$ cat src/rtl/ecpri_tx_sched_if.sv
// rtl/ecpri_tx_sched_if.sv - requester, TX engine and MAC handshake bundle for ecpri_tx_sched
interface ecpri_tx_sched_if #(
  parameter int LEN_WIDTH = 8
);
  logic                 wr_req;
  logic [LEN_WIDTH-1:0] wr_len;
  logic                 wr_ack;
  logic                 rd_req;
  logic [LEN_WIDTH-1:0] rd_len;
  logic                 rd_ack;
  logic                 tx_rst;
  logic                 send_write_resp;
  logic                 send_read_resp;
  logic [LEN_WIDTH-1:0] resp_payload_len;
  logic                 cpri_pkt_rdy_flg;
  logic                 pkt_valid;
  logic [15:0]          pkt_len;
  logic                 pkt_is_read;
  logic                 pkt_ack;
  logic                 busy;
  logic                 timeout_err;
  logic                 err_clr;

  modport master (
    output wr_req, wr_len, rd_req, rd_len, cpri_pkt_rdy_flg, pkt_ack, err_clr,
    input  wr_ack, rd_ack, tx_rst, send_write_resp, send_read_resp, resp_payload_len,
    input  pkt_valid, pkt_len, pkt_is_read, busy, timeout_err
  );

  modport slave (
    input  wr_req, wr_len, rd_req, rd_len, cpri_pkt_rdy_flg, pkt_ack, err_clr,
    output wr_ack, rd_ack, tx_rst, send_write_resp, send_read_resp, resp_payload_len,
    output pkt_valid, pkt_len, pkt_is_read, busy, timeout_err
  );
endinterface

$ cat src/rtl/ecpri_tx_sched.sv
// rtl/ecpri_tx_sched.sv - round-robin job scheduler for the eCPRI TX engine
// Watchdog and ABORT path are compiled in only when ECPRI_TX_SCHED_TIMEOUT_EN is defined.
module ecpri_tx_sched #(
  parameter int LEN_WIDTH      = 8,
  parameter int FIFO_DEPTH     = 4,
  parameter int TIMEOUT_CYCLES = 1024,
  parameter int HDR_BYTES      = 16
) (
  input logic             clk,
  input logic             reset_n,
  ecpri_tx_sched_if.slave bus
);
  localparam int AW = $clog2(FIFO_DEPTH);
  localparam logic TYPE_WR = 1'b0;
  localparam logic TYPE_RD = 1'b1;

  localparam logic [2:0] S_IDLE    = 3'd0;
  localparam logic [2:0] S_RST_ENG = 3'd1;
  localparam logic [2:0] S_RUN     = 3'd2;
  localparam logic [2:0] S_HANDOFF = 3'd3;
  localparam logic [2:0] S_ABORT   = 3'd4;

  logic [2:0]           state, state_nxt;
  logic [LEN_WIDTH:0]   fifo_mem [FIFO_DEPTH];
  logic [AW:0]          wr_ptr, rd_ptr;
  logic                 full, empty, push, pop;
  logic                 grant_wr, grant_rd, last;
  logic [LEN_WIDTH:0]   push_data;
  logic                 cur_type;
  logic [LEN_WIDTH-1:0] cur_len;
  logic                 wr_ack_q, rd_ack_q;
  logic                 wd_expire;

  assign empty = (wr_ptr == rd_ptr);
  assign full  = (wr_ptr[AW] != rd_ptr[AW]) && (wr_ptr[AW-1:0] == rd_ptr[AW-1:0]);

  // On a tie the requester that was not granted last time wins.
  assign grant_wr  = !full && bus.wr_req && (!bus.rd_req || last == TYPE_RD);
  assign grant_rd  = !full && bus.rd_req && (!bus.wr_req || last == TYPE_WR);
  assign push      = grant_wr || grant_rd;
  assign push_data = grant_wr ? {TYPE_WR, bus.wr_len} : {TYPE_RD, bus.rd_len};
  assign pop       = (state == S_IDLE) && !empty;

  always_ff @(posedge clk) begin
    if (push) fifo_mem[wr_ptr[AW-1:0]] <= push_data;
  end

  always_ff @(posedge clk or negedge reset_n) begin
    if (!reset_n) begin
      wr_ptr   <= '0;
      rd_ptr   <= '0;
      last     <= TYPE_RD;
      wr_ack_q <= 1'b0;
      rd_ack_q <= 1'b0;
    end else begin
      if (push) begin
        wr_ptr <= wr_ptr + (AW+1)'(1);
        last   <= grant_wr ? TYPE_WR : TYPE_RD;
      end
      if (pop) rd_ptr <= rd_ptr + (AW+1)'(1);
      wr_ack_q <= grant_wr;
      rd_ack_q <= grant_rd;
    end
  end

`ifdef ECPRI_TX_SCHED_TIMEOUT_EN
  localparam int WD_W = $clog2(TIMEOUT_CYCLES);
  logic [WD_W-1:0] wd_cnt;
  logic            timeout_q;

  // Completion in the expiry cycle takes priority over the abort.
  assign wd_expire = (state == S_RUN) && !bus.cpri_pkt_rdy_flg &&
                     (wd_cnt == WD_W'(TIMEOUT_CYCLES - 1));

  always_ff @(posedge clk or negedge reset_n) begin
    if (!reset_n) begin
      wd_cnt    <= '0;
      timeout_q <= 1'b0;
    end else begin
      wd_cnt <= (state == S_RUN) ? wd_cnt + WD_W'(1) : '0;
      if (wd_expire)        timeout_q <= 1'b1;
      else if (bus.err_clr) timeout_q <= 1'b0;
    end
  end

  assign bus.timeout_err = timeout_q;
`else
  logic unused_wd;
  assign unused_wd       = ^{bus.err_clr, 1'(TIMEOUT_CYCLES)};
  assign wd_expire       = 1'b0;
  assign bus.timeout_err = 1'b0;
`endif

  always_comb begin
    state_nxt = state;
    case (state)
      S_IDLE:    if (!empty) state_nxt = S_RST_ENG;
      S_RST_ENG: state_nxt = S_RUN;
      S_RUN: begin
        if (bus.cpri_pkt_rdy_flg) state_nxt = S_HANDOFF;
        else if (wd_expire)       state_nxt = S_ABORT;
      end
      S_HANDOFF: if (bus.pkt_ack) state_nxt = S_IDLE;
      S_ABORT:   state_nxt = S_IDLE;
      default:   state_nxt = S_IDLE;
    endcase
  end

  always_ff @(posedge clk or negedge reset_n) begin
    if (!reset_n) begin
      state    <= S_IDLE;
      cur_type <= TYPE_WR;
      cur_len  <= '0;
    end else begin
      state <= state_nxt;
      if (pop) begin
        cur_type <= fifo_mem[rd_ptr[AW-1:0]][LEN_WIDTH];
        cur_len  <= fifo_mem[rd_ptr[AW-1:0]][LEN_WIDTH-1:0];
      end
    end
  end

  assign bus.wr_ack           = wr_ack_q;
  assign bus.rd_ack           = rd_ack_q;
  assign bus.tx_rst           = (state == S_RST_ENG) || (state == S_ABORT);
  assign bus.send_write_resp  = (state == S_RUN) && (cur_type == TYPE_WR);
  assign bus.send_read_resp   = (state == S_RUN) && (cur_type == TYPE_RD);
  assign bus.resp_payload_len = (state == S_RUN) ? cur_len : '0;
  assign bus.pkt_valid        = (state == S_HANDOFF);
  assign bus.pkt_is_read      = (state == S_HANDOFF) && (cur_type == TYPE_RD);
  // Write responses carry no payload, so only the header lands in packet RAM.
  assign bus.pkt_len          = (state == S_HANDOFF) ?
                                16'(HDR_BYTES) + ((cur_type == TYPE_RD) ? 16'(cur_len) : 16'd0) :
                                16'd0;
  assign bus.busy             = (state != S_IDLE) || !empty;
endmodule

$ cat src/flat_wrapper.sv
// flat-port wrapper written by rule: the top's interface ports become plain ports
module ecpri_tx_sched_flat 
#(
  parameter int LEN_WIDTH      = 8,
  parameter int FIFO_DEPTH     = 4,
  parameter int TIMEOUT_CYCLES = 1024,
  parameter int HDR_BYTES      = 16
)
  (clk, reset_n, bus_wr_req, bus_wr_len, bus_rd_req, bus_rd_len, bus_cpri_pkt_rdy_flg, bus_pkt_ack, bus_err_clr, bus_wr_ack, bus_rd_ack, bus_tx_rst, bus_send_write_resp, bus_send_read_resp, bus_resp_payload_len, bus_pkt_valid, bus_pkt_len, bus_pkt_is_read, bus_busy, bus_timeout_err);
  ecpri_tx_sched_if #(.LEN_WIDTH(LEN_WIDTH)) bus_i ();
  input logic clk;
  input logic reset_n;
  input wire logic [$bits(bus_i.wr_req)-1:0] bus_wr_req;
  input wire logic [$bits(bus_i.wr_len)-1:0] bus_wr_len;
  input wire logic [$bits(bus_i.rd_req)-1:0] bus_rd_req;
  input wire logic [$bits(bus_i.rd_len)-1:0] bus_rd_len;
  input wire logic [$bits(bus_i.cpri_pkt_rdy_flg)-1:0] bus_cpri_pkt_rdy_flg;
  input wire logic [$bits(bus_i.pkt_ack)-1:0] bus_pkt_ack;
  input wire logic [$bits(bus_i.err_clr)-1:0] bus_err_clr;
  output wire logic [$bits(bus_i.wr_ack)-1:0] bus_wr_ack;
  output wire logic [$bits(bus_i.rd_ack)-1:0] bus_rd_ack;
  output wire logic [$bits(bus_i.tx_rst)-1:0] bus_tx_rst;
  output wire logic [$bits(bus_i.send_write_resp)-1:0] bus_send_write_resp;
  output wire logic [$bits(bus_i.send_read_resp)-1:0] bus_send_read_resp;
  output wire logic [$bits(bus_i.resp_payload_len)-1:0] bus_resp_payload_len;
  output wire logic [$bits(bus_i.pkt_valid)-1:0] bus_pkt_valid;
  output wire logic [$bits(bus_i.pkt_len)-1:0] bus_pkt_len;
  output wire logic [$bits(bus_i.pkt_is_read)-1:0] bus_pkt_is_read;
  output wire logic [$bits(bus_i.busy)-1:0] bus_busy;
  output wire logic [$bits(bus_i.timeout_err)-1:0] bus_timeout_err;
  assign bus_i.wr_req = bus_wr_req;
  assign bus_i.wr_len = bus_wr_len;
  assign bus_i.rd_req = bus_rd_req;
  assign bus_i.rd_len = bus_rd_len;
  assign bus_i.cpri_pkt_rdy_flg = bus_cpri_pkt_rdy_flg;
  assign bus_i.pkt_ack = bus_pkt_ack;
  assign bus_i.err_clr = bus_err_clr;
  assign bus_wr_ack = bus_i.wr_ack;
  assign bus_rd_ack = bus_i.rd_ack;
  assign bus_tx_rst = bus_i.tx_rst;
  assign bus_send_write_resp = bus_i.send_write_resp;
  assign bus_send_read_resp = bus_i.send_read_resp;
  assign bus_resp_payload_len = bus_i.resp_payload_len;
  assign bus_pkt_valid = bus_i.pkt_valid;
  assign bus_pkt_len = bus_i.pkt_len;
  assign bus_pkt_is_read = bus_i.pkt_is_read;
  assign bus_busy = bus_i.busy;
  assign bus_timeout_err = bus_i.timeout_err;
  ecpri_tx_sched #(.LEN_WIDTH(LEN_WIDTH), .FIFO_DEPTH(FIFO_DEPTH), .TIMEOUT_CYCLES(TIMEOUT_CYCLES), .HDR_BYTES(HDR_BYTES)) u_core (.clk(clk), .reset_n(reset_n), .bus(bus_i));
endmodule
$ cat config.mk
export PLATFORM = sky130hd
export DESIGN_NAME = ecpri_tx_sched_flat
export DESIGN_NICKNAME = d
export VERILOG_FILES = /design/src/rtl/ecpri_tx_sched_if.sv /design/src/rtl/ecpri_tx_sched.sv /design/src/flat_wrapper.sv
export SDC_FILE = /design/constraint.sdc
export NUM_CORES = 1
export LEC_CHECK = 0
export ABC_AREA = 1
export CAP_MARGIN = 20
export CORE_MARGIN = 8
export CORE_UTILIZATION = 39
export CTS_BUF_LIST = sky130_fd_sc_hd__clkbuf_4 sky130_fd_sc_hd__clkbuf_8 sky130_fd_sc_hd__clkbuf_16
export DETAILED_ROUTE_END_ITERATION = 16
export GPL_ROUTABILITY_DRIVEN = 0
export HOLD_SLACK_MARGIN = 0.12
export PLACE_DENSITY = 0.66
export SYNTH_ARGS = -nofsm -noshare
export SYNTH_HDL_FRONTEND = slang
export SYNTH_SLANG_ARGS = --single-unit
$ cat constraint.sdc
create_clock -name clk -period 2.02 [get_ports clk]
set_clock_uncertainty 0.05 [all_clocks]
set_input_delay 0.202 -clock clk [delete_from_list [all_inputs] [get_ports clk]]
set_output_delay 0.202 -clock clk [all_outputs]
set_load 0.02 [all_outputs]
# Word level (Yosys, flattened, before mapping)
# Memories as Yosys holds them, arrays and structs flattened. A register that Yosys moved wholly into a read port is not among the register bits.
# Cells that the tools add are included.
# totals
regBits	12
ramBits	36
in_bits	23
output_inout_bits	33
word_cells	55
mem_count	1
# mem_list
name	depth	width	rd	rd_clocked_by_memory_dff	write_ports	line	source
u_core.fifo_mem	4	9	1	1	1	ecpri_tx_sched.sv:24	logic [LEN_WIDTH:0] fifo_mem [FIFO_DEPTH];
# classes
n_addsub	3
eq_ne	10
muxes	11
n_bitwise	2
reduce_logical	22
# ops
op	count
5-bit by 16-bit adder with 16-bit output (first input constant)	1
16-bit 2-to-1 mux	1
8-bit 2-to-1 mux	2
3-bit one-hot mux with 4 select lines	1
1-bit logical AND	9
3-bit 2-to-1 mux	3
9-bit 2-to-1 mux	1
3-bit by 1-bit adder with 3-bit output (second input constant)	2
3-bit by 2-bit equality test with 1-bit output (second input constant)	2
2-bit inequality test (second input constant)	3
1-bit logical NOT	5
1-bit logical OR	5
3-bit by 1-bit equality test with 1-bit output (second input constant)	1
3-bit equality test	1
3-bit equality test (second input constant)	1
3-bit logical NOT	1
1-bit 2-to-1 mux	3
3-bit AND reduction	1
3-bit nonzero test	1
2-bit equality test	1
1-bit NOT	2
1-bit inequality test	1

# Depth between registers and ports, before layout
# Gate-level depths: netlist (run 1).
# depth
depth_word	8
ltp_mapped	9

# Least setup slack after synthesis (run 1)
# No wires, ideal clock.
# synth_timing
kind	register to register
from	register u_core.wr_ptr[0]
to	memory u_core.fifo_mem[0][0] (netlist name) (enable)
setup_time_ps	374
t_arrival_ps	1255
required_time_ps	1596
path_slack_ps	341
stages_incl_launch_ff	7
path_cell_list	dfrtp_1 inv_2 nand2_1 nand2_1 nand3_2 o21ai_2 nor2_1
# synth_via
elab_chain_len	8
# synth_lines
element	line	source
start: declaration	ecpri_tx_sched.sv:25	logic [AW:0] wr_ptr, rd_ptr;
start signal: assignment	ecpri_tx_sched.sv:57	wr_ptr <= wr_ptr + (AW+1)'(1);
2-bit equality test	ecpri_tx_sched.sv:35	assign full = (wr_ptr[AW] != rd_ptr[AW]) && (wr_ptr[AW-1:0] == rd_ptr[AW-1:0]);
1-bit logical AND	ecpri_tx_sched.sv:35	
1-bit logical NOT	ecpri_tx_sched.sv:38, ecpri_tx_sched.sv:39	
1-bit logical AND, on equally long branches (2 in a row)	ecpri_tx_sched.sv:38, ecpri_tx_sched.sv:39	
1-bit logical OR	ecpri_tx_sched.sv:40	assign push = grant_wr || grant_rd;
1-bit 2-to-1 mux	ecpri_tx_sched.sv:45	if (push) fifo_mem[wr_ptr[AW-1:0]] <= push_data;
1-bit 2-to-1 mux (not written as such)	ecpri_tx_sched.sv:45	
end: declaration	ecpri_tx_sched.sv:24	
# Several ways; a longest one is shown, not always the timed one.

# Worst setup path in the final report (run 1)
# layout_timing
from	register u_core.state[0]
to	output bus_resp_payload_len[2]
# layout_via
elab_chain_len	2
# layout_lines
element	line	source
start: declaration	ecpri_tx_sched.sv:23	logic [2:0] state, state_nxt;
start signal: assignment	ecpri_tx_sched.sv:115	state <= state_nxt;
3-bit by 2-bit equality test with 1-bit output	ecpri_tx_sched.sv:128	assign bus.resp_payload_len = (state == S_RUN) ? cur_len : '0;
8-bit 2-to-1 mux	ecpri_tx_sched.sv:128	
end: declaration	flat_wrapper.sv:25	output wire logic [$bits(bus_i.resp_payload_len)-1:0] bus_resp_payload_len;
# Every way passes these cells.

==> results of run 1 <==
per-stage QoR:
stage / instances / power [mW] / hold WS [ns] / area (um^2)
6_report: 452 / 4.87 / 0.169 / 3420
5_1_grt: 452 / 5.34 / 0.214 / 3420
4_1_cts: 452 / 4.94 / 0.170 / 3420
3_5_place_dp: 444 / 4.40 / 0.414 / 3350
3_3_place_gp: 444 / 4.32 / 0.411 / 3350
2_1_floorplan: 306 / 3.58 / -0.144 / 2780
report_power, final:
part           switching (mW)  leakage [nW]  internal (mW)  total, mW
clock                   0.360        0.0445          0.247      0.606
sequential              0.230         0.578           1.73       1.96
combinational            1.45          1.03          0.859       2.31
flip-flops by register name, indices dropped and copies added, names as in the netlist:
name and flops:
u_core.cur_len 8, u_core.bus.wr_ack 1, u_core.state 2, u_core.rd_ptr 3
u_core.cur_type 1, u_core.last 1, u_core.bus.rd_ack 1, u_core.fifo_mem 36
u_core.wr_ptr 3
metal layers:
layer  vias to the layer above  track usage (%)
met5                         -                0
met4                         0             4.53
met3                         8             3.94
met2                        61             19.6
met1                       879             13.8
li1                       1051                -
final timing paths:
kind                       slack [ns]  cells past startpoint                       to        startpoint
max                              0.14                      6  bus_resp_payload_len[2]   u_core.state[0]
min                              0.17                      2        u_core.bus.rd_ack           reset_n
max reg2reg                      0.41                      8    u_core.fifo_mem[1][2]  u_core.wr_ptr[0]
min reg2reg                      0.43                      2              u_core.last       u_core.last
max in group asynchronous        1.49                      2              u_core.last           reset_n
min in group clk                 0.43                      2              u_core.last       u_core.last
timing repair:
| item | in CTS | in global routing |
|---|---|---|
| cloned | 0 | 0 |
| gates resized for setup | 22 | 1 |
| endpoints found under the setup margin | 21 | 1 |
cell families (layout without fill, tap and decap cells):
kind of cell / Yosys count / in the layout / synth area share, %
simple gates: 139 / 139 / 19.7
flops: 56 / 56 / 57.4
buf+inv: 54 / 104 / 9.26
compound gates: 35 / 35 / 7.44
fa+ha+maj: 10 / 10 / 4.54
xor+xnor: 4 / 4 / 1.54
other cells: 1 / 8 / 0.136
placed cells by master, fill, tap and decap left out:
| master | count |
|---|---|
| nand2_1 | 96 |
| edfxtp_1 | 36 |
| inv_1 | 34 |
| nor2_1 | 33 |
| clkdlybuf4s50_1 | 25 |
| dlygate4sd2_1 | 20 |
| o21ai_0 | 19 |
| dfrtp_1 | 19 |
| buf_4 | 14 |
| o22ai_1 | 10 |
| ha_1 | 9 |
| conb_1 | 8 |
| nand3_1 | 5 |
| clkbuf_8 | 5 |
| o211ai_1 | 3 |
| xnor2_1 | 2 |
| inv_2 | 2 |
| nand2_2 | 2 |
| a21oi_1 | 1 |
| xnor2_2 | 1 |
| nand4_1 | 1 |
| nand3_2 | 1 |
| a21boi_2 | 1 |
| o21ai_2 | 1 |
| nor3_1 | 1 |
| xor2_1 | 1 |
| ha_2 | 1 |
| clkinvlp_4 | 1 |
| inv_6 | 1 |
| clkinv_2 | 1 |
| clkdlybuf4s15_1 | 1 |
| dfstp_2 | 1 |
cell type report:
type / instances / area (um^2) / share of cell area [%]
flip-flops and latches: 56 / 1580 / 46.3
multi-input cells: 196 / 948 / 27.8
repair buffers: 60 / 541 / 15.8
inverters: 36 / 135 / 3.95
well taps: 96 / 120 / 3.52
clock buffers: 5 / 68.8 / 2.01
clock inverters: 3 / 21.3 / 0.622
==> results.cfg, run 1 <==
[status]
outcome = finished, final reports clean

[sta]
finalWorstSetupSlack_ns = 0.136
timing.setup.tns_ns = 0
hold_violations = 0
setup_viol = 0
rsz0062_at_grt = false
fin_crit_ns = 1.88
drv_slew = 0
max_freq_mhz = 531
period_share_pct = 93.3

[critical_path]
startpoint_type = flip-flop
critPathArrivalTime_ns = 1.63
critPathMaxStageDelay_ns = 0.42
crit_top_cell = inv_1
cp_top_family = buffers and inverters
crit_required_ns = 1.77
critical_path_class = reg -> out
cp_cell_sequence = inv_1 > ha_1 > buf_4 > nand2_1 > inv_1 > dlygate4sd2_1
endpoint_kind = output pin
path_buf_inv = 4
crit_fanout = 9
slowest_stage = dfrtp_1

[floorplan]
die-area_um2 = 10000
fp.dieW_um = 100
floorplan.rows = 30
io_pins = 56
core_area_um2 = 6830
initial_core_util_pct = 40.4
die_h_um = 100

[clocking]
cts_root_buf = clkbuf_8
worstSkewPairLatency_ns = 0.31
h-tree-depth = 2
numCtsBuffers = 5
cts_max_path_buffers = 2
post_cts_buffers = 0
cts_tree = built
cts_num_sinks = 56
ctsHoldBuffers = 0
clk_pin_slew_ns = 0.10

[synthesis]
netlist.top_cell.by_area = edfxtp_1
synth_cell_type_count = 28
yosysSeqAreaShare_pct = 57.4
synth_top_area_share_pct = 39.2
syn_inst = 299
yosys_warnings = 0
synth_commonest_cells = nand2_1 (96), edfxtp_1 (36), inv_1 (34)
ys_seq_elements = 56
synthFlopType = edfxtp_1
synth_most_common_cell = nand2_1
synth-edff-count = 36
syn-cell-area_um2 = 2760
syn_avg_cell_area_um2 = 9.22
async_reset_ff_share_pct = 35.7
synth_area_leaders = edfxtp_1 (39%), dfrtp_1 (17%), nand2_1 (13%), inv_1 (4.6%), ha_1 (4.5%)

[route]
via_per_inst = 4.42
drtIter0Drc = 66
wire_per_inst_um = 12.0
wl_met1_um = 2460
ant_nets = 0
dr_wl_met3_um = 453
dr.pass1.iters = 4
route.vias.total = 1999
met2_length_um = 2430
drc = 0
maxUsedRoutingLayer = met4
wl_um = 5450

[placed_design]
place_ws_ns = 0.153
portBuffers = 46
place_hpwl_um = 4040

[grt]
grt_pass1_vias = 2043
grt-ovfl-total = 0
grt_pass1_wl_um = 9520
track_usage_pct = 11.8
antenna_found_initial = 0
grt_max_degree = 21

[layout]
nets = 388
fillerInstances = 668
syn_to_final_growth_pct = 23.9
antenna_cells = 0
finish.utilization_pct = 50.0
drive_gt1_share_pct = 8.99

[power_and_ir_drop]
ir_worst_vdd_mv = 0.483
p_leak_nw = 1.65
powerDensity_nw_per_um2 = 1430

[worst_hold_path]
hold_class = in -> async

[job]
maxCapViolations = 0
No activity file was read; power rests on OpenSTA's default activity.
==> run 2: changes to the inputs <==
Settings changed: RECOVER_POWER set to 25, TNS_END_PERCENT set to 30.
==> run 2 against run 1 <==
Effect of this change: critical path depth is the same; clock-buffer cell count did not move; hold slack gained 0.26 ns; first-iteration DRC count up 17%; final cell count stayed put; sequential cell count stayed put; fmax fell by 0.46%; register-to-register slack lost 0.16 ns; largest power group unchanged; core utilization decreased by 0.27 points; power is 0.65% lower; highest routed layer unchanged; sequential share of layout area up 0.26 points.
==> results.cfg, run 2 (synthesized netlist as in run 1, its figures left out) <==
[sta]
rsz0062_at_grt = false
hold_violations = 0
setup_viol = 0
max_freq_mhz = 528
period_share_pct = 93.7
maxSlewHeadroom_pct = 28.2
drv_slew = 0
finalWorstSetupSlack_ns = 0.127
fin_crit_ns = 1.89
timing.setup.tns_ns = 0
worst_pin_slew_ns = 1.08

[grt]
antenna_found_initial = 0
grt_pass1_vias = 2043
grt_pass1_wl_um = 9520
track_usage_pct = 11.8
grt-ovfl-total = 0
grt_max_degree = 21

[clocking]
cts_max_path_buffers = 2
h-tree-depth = 2
cts_root_buf = clkbuf_8
cts_tree = built
post_cts_buffers = 0
worstSkewPairLatency_ns = 0.31
clk_pin_slew_ns = 0.10
ctsHoldBuffers = 0
cts_num_sinks = 56
numCtsBuffers = 5

[placed_design]
portBuffers = 46
place_ws_ns = 0.153
placed_cell_area_um2 = 3350
place_hpwl_um = 4040
place_inst = 444

[layout]
antenna_cells = 0
final_cells = 452
final_cell_area_um2 = 3400
layout_common_cells = nand2_1 (97), edfxtp_1 (36), inv_1 (35), nor2_1 (33), clkdlybuf4s50_1 (24)
nets = 388
layout_commonest_cell = nand2_1
largest_reg_flops = 36
syn_to_final_growth_pct = 23.2
drive_gt1_share_pct = 7.30

[floorplan]
initial_core_util_pct = 40.4
fp.dieW_um = 100
die-area_um2 = 10000
core_area_um2 = 6830
die_h_um = 100
floorplan.rows = 30
io_pins = 56

[critical_path]
startpoint_type = flip-flop
critPathMaxStageDelay_ns = 0.43
crit_top_cell = inv_1
cp_num_cells = 6
critPathArrivalTime_ns = 1.64
slowest_stage = dfrtp_1
startpoint = u_core.state[0]
cp_cell_sequence = inv_1 > ha_1 > buf_4 > nand2_1 > inv_1 > dlygate4sd2_1
r2r_slack_ns = 0.25
cp_top_family = buffers and inverters
path_buf_inv = 4
timing.rr.start = u_core.wr_ptr[0]
crit_required_ns = 1.77
crit_fanout = 9
endpoint_kind = output pin
critical_path_class = reg -> out
reg2regPathDepth = 8

[route]
drtIter0Drc = 77
drc = 0
wl_um = 5460
route.vias.total = 2009
wire_per_inst_um = 12.1
ant_nets = 0
dr.pass1.iters = 4
via_per_inst = 4.44

[power_and_ir_drop]
ir_worst_vdd_mv = 0.481
powerDensity_nw_per_um2 = 1420
power.total_mw = 4.84
p_leak_nw = 1.64

[worst_hold_path]
hold_class = reg -> reg
hold_start = u_core.last
whs_path_depth = 2

[job]
maxCapViolations = 0

[status]
outcome = finished, final reports clean
## run 2: worst paths after layout
check	to
worst max-delay path	bus_resp_payload_len[2]
worst min-delay path	u_core.last
worst max register to register	u_core.fifo_mem[1][2]
worst min register to register	u_core.last
max in group asynchronous	u_core.state[1]
min in group asynchronous	u_core.bus.rd_ack
## run 2: what timing repair did
action	4_1_cts	5_1_grt
pin swaps	0	0
resized for setup	22	1
endpoints found under the setup margin	21	1
## run 2: cell type report
type                       count  area, um^2
clock inverter                 3        21.3
tap                           96         120
clock buffer                   5        68.8
sequential                    56        1580
timing repair buffer          60         529
fill                         674        3430
multi-input combinational    196         941
inverter                      36         135
## run 2: routing by layer
metal / up-vias / share of wire [%] / track usage [%]
met3: 9 / 8.6 / 3.94
met1: 888 / 45 / 13.8
met2: 61 / 44 / 19.6
met5: - / 0 / 0
li1: 1051 / - / -
met4: 0 / 1.8 / 4.53
## run 2: worst reg2reg max path, cell delays in order, from the launching register on
cell     delay [ns]
dfrtp_1        0.44
inv_2          0.10
nand2_1        0.05
nand2_1        0.09
nand3_1        0.21
nand2_1        0.17
inv_1          0.17
nand2_1        0.10
nand2_1        0.11
## run 2: where the power goes
group	leakage (nW)	switching (mW)	internal, mW	total (mW)
clock network	0.0445	0.363	0.247	0.610
logic	1.02	1.44	0.836	2.27
registers	0.578	0.230	1.73	1.96
## run 2: per-stage QoR
| stage | hold WS, ns | utilization, % |
|---|---|---|
| after floorplan | -0.144 | - |
| after global placement | 0.411 | 49.0 |
| after detailed placement | 0.414 | 49.0 |
| after CTS | 0.170 | 50.0 |
| after global routing | 0.463 | 49.7 |
| final | 0.427 | 49.7 |
==> run 3: changes to the inputs <==
Settings changed: SKIP_LAST_GASP set to 1.
==> run 3 against run 2 <==
Effect of this change: global-route usage hardly changed; non-clock buffer count stayed put; sequential power hardly changed; largest cell class unchanged; first-iteration DRC count is 19% higher; register-to-register slack worse by 0.14 ns; hold slack hardly changed; via count hardly changed; final cell count stayed put; setup slack worse by 0.26 ns; die area stayed put; the run now ends with negative setup slack left; sequential share of layout area is 0.32 points lower; core utilization is 0.35 points higher.
==> results.cfg, run 3 (synthesized netlist as in run 1, its figures left out) <==
[layout]
largest_reg_flops = 36
layout_commonest_cell = nand2_1
finish.utilization_pct = 50.1
fillerInstances = 676
drive_gt1_share_pct = 6.74
layout_common_cells = nand2_1 (97), inv_1 (36), edfxtp_1 (36), clkdlybuf4s50_1 (35), nor2_1 (33)
nets = 388
final_cells = 452
antenna_cells = 0
syn_to_final_growth_pct = 24.1

[clocking]
cts_root_buf = clkbuf_8
cts_tree = built
h-tree-depth = 2
worstSkewPairLatency_ns = 0.31
cts_max_path_buffers = 2
numCtsBuffers = 5
cts_num_sinks = 56
clk_pin_slew_ns = 0.10
ctsHoldBuffers = 0

[sta]
maxSlewHeadroom_pct = 28.2
whs_ns = 0.427
setup_viol = 11
period_share_pct = 106
drv_slew = 0
worst_pin_slew_ns = 1.08
finalWorstSetupSlack_ns = -0.130
timing.setup.tns_ns = -0.626
max_freq_mhz = 465
fin_crit_ns = 2.15
rsz0062_at_grt = true
hold_violations = 0

[power_and_ir_drop]
ir_worst_vdd_mv = 0.481
powerDensity_nw_per_um2 = 1430
p_leak_nw = 1.66

[placed_design]
place_hpwl_um = 4040
portBuffers = 46
place_inst = 444

[floorplan]
core_area_um2 = 6830
floorplan.rows = 30
die-area_um2 = 10000
fp.dieW_um = 100
die_h_um = 100
initial_core_util_pct = 40.4
io_pins = 56

[critical_path]
cp_cell_sequence = inv_1 > ha_1 > buf_4 > nand2_1 > inv_1 > clkdlybuf4s50_1
critPathMaxStageDelay_ns = 0.60
critical_path_class = reg -> out
critPathArrivalTime_ns = 1.90
reg2regPathDepth = 7
crit_fanout = 9
crit_required_ns = 1.77
startpoint_type = flip-flop
endpoint_kind = output pin
slowest_stage = clkdlybuf4s50_1
crit_top_cell = inv_1

[route]
wl_um = 5470
drtIter0Drc = 92
route.vias.total = 2011
drc = 0
via_per_inst = 4.45
ant_nets = 0
wire_per_inst_um = 12.1
dr.pass1.iters = 4

[grt]
grt_pass1_wl_um = 9500
track_usage_pct = 11.8
grt_pass1_vias = 2040
antenna_found_initial = 0
grt-ovfl-total = 0
grt_max_degree = 21

[worst_hold_path]
hold_class = reg -> reg
whs_path_depth = 2

[status]
outcome = finished with violations
failed_checks = negative setup slack

[job]
maxCapViolations = 0
## run 3: cell count changes in the layout (fill, tap and decap cells not counted)
| cell | delta |
|---|---|
| clkdlybuf4s15_1 | -1 |
| clkdlybuf4s50_1 | +11 |
| dlygate4sd2_1 | -14 |
| dlymetal6s2s_1 | +4 |
| inv_1 | +1 |
| inv_2 | -1 |
| o21ai_0 | +1 |
| o21ai_2 | -1 |
## run 3: per-stage QoR
| step | total power, mW | setup WS, ns | instance area, um^2 |
|---|---|---|---|
| after detailed placement | 4.40 | 0.153 | 3350 |
| final | 4.88 | -0.130 | 3420 |
| after global placement | 4.32 | 0.174 | 3350 |
| after CTS | 4.99 | -0.145 | 3430 |
| after floorplan | 3.58 | 0.341 | 2780 |
| after global routing | 5.35 | -0.251 | 3420 |
## run 3: critical path: cells and delay by family (launching register included)
kind	cells	cell delay [ns]
adder cells (fa/ha/maj)	1	0.19
buffers and inverters	4	0.92
flip-flops	1	0.43
AND/OR/NAND/NOR	1	0.06
## run 3: worst paths after layout
kind	start	endpoint	slack (ns)
max in group asynchronous	reset_n	u_core.state[1]	0.73
worst max register to register	u_core.wr_ptr[0]	u_core.fifo_mem[0][1]	0.11
min in group asynchronous	reset_n	u_core.bus.rd_ack	0.54
worst max-delay path	u_core.state[0]	bus_resp_payload_len[7]	-0.13
worst min register to register	u_core.last	u_core.last	0.43
worst min-delay path	u_core.last	u_core.last	0.43
## run 3: layout make-up
class / count / area (um^2) / share of cell area [%]
sequential: 56 / 1580 / 46.3
multi-input combinational: 196 / 937 / 27.4
timing repair buffer: 60 / 557 / 16.3
inverter: 36 / 135 / 3.95
tap: 96 / 120 / 3.51
clock buffer: 5 / 68.8 / 2.01
clock inverter: 3 / 21.3 / 0.622
## run 3: power by group
part	internal [mW]	switching, mW	total [mW]	leakage [nW]
Clock	0.247	0.363	0.610	0.0445
Combinational	0.880	1.43	2.31	1.04
Sequential	1.73	0.229	1.96	0.578
## run 3: routing by layer
layer / vias to the layer above / track usage [%] / wire (um)
met5: - / 0 / 0
met4: 0 / 4.53 / 96
met3: 9 / 3.88 / 422
met2: 63 / 19.6 / 2450
met1: 889 / 13.8 / 2510
li1: 1050 / - / -
## run 3: what timing repair did
item                                    in CTS  in global routing
endpoints found under the hold margin        0                  0
buffers inserted                             0                  0
endpoints found under the setup margin      21                 15
resized for setup                            6                  5
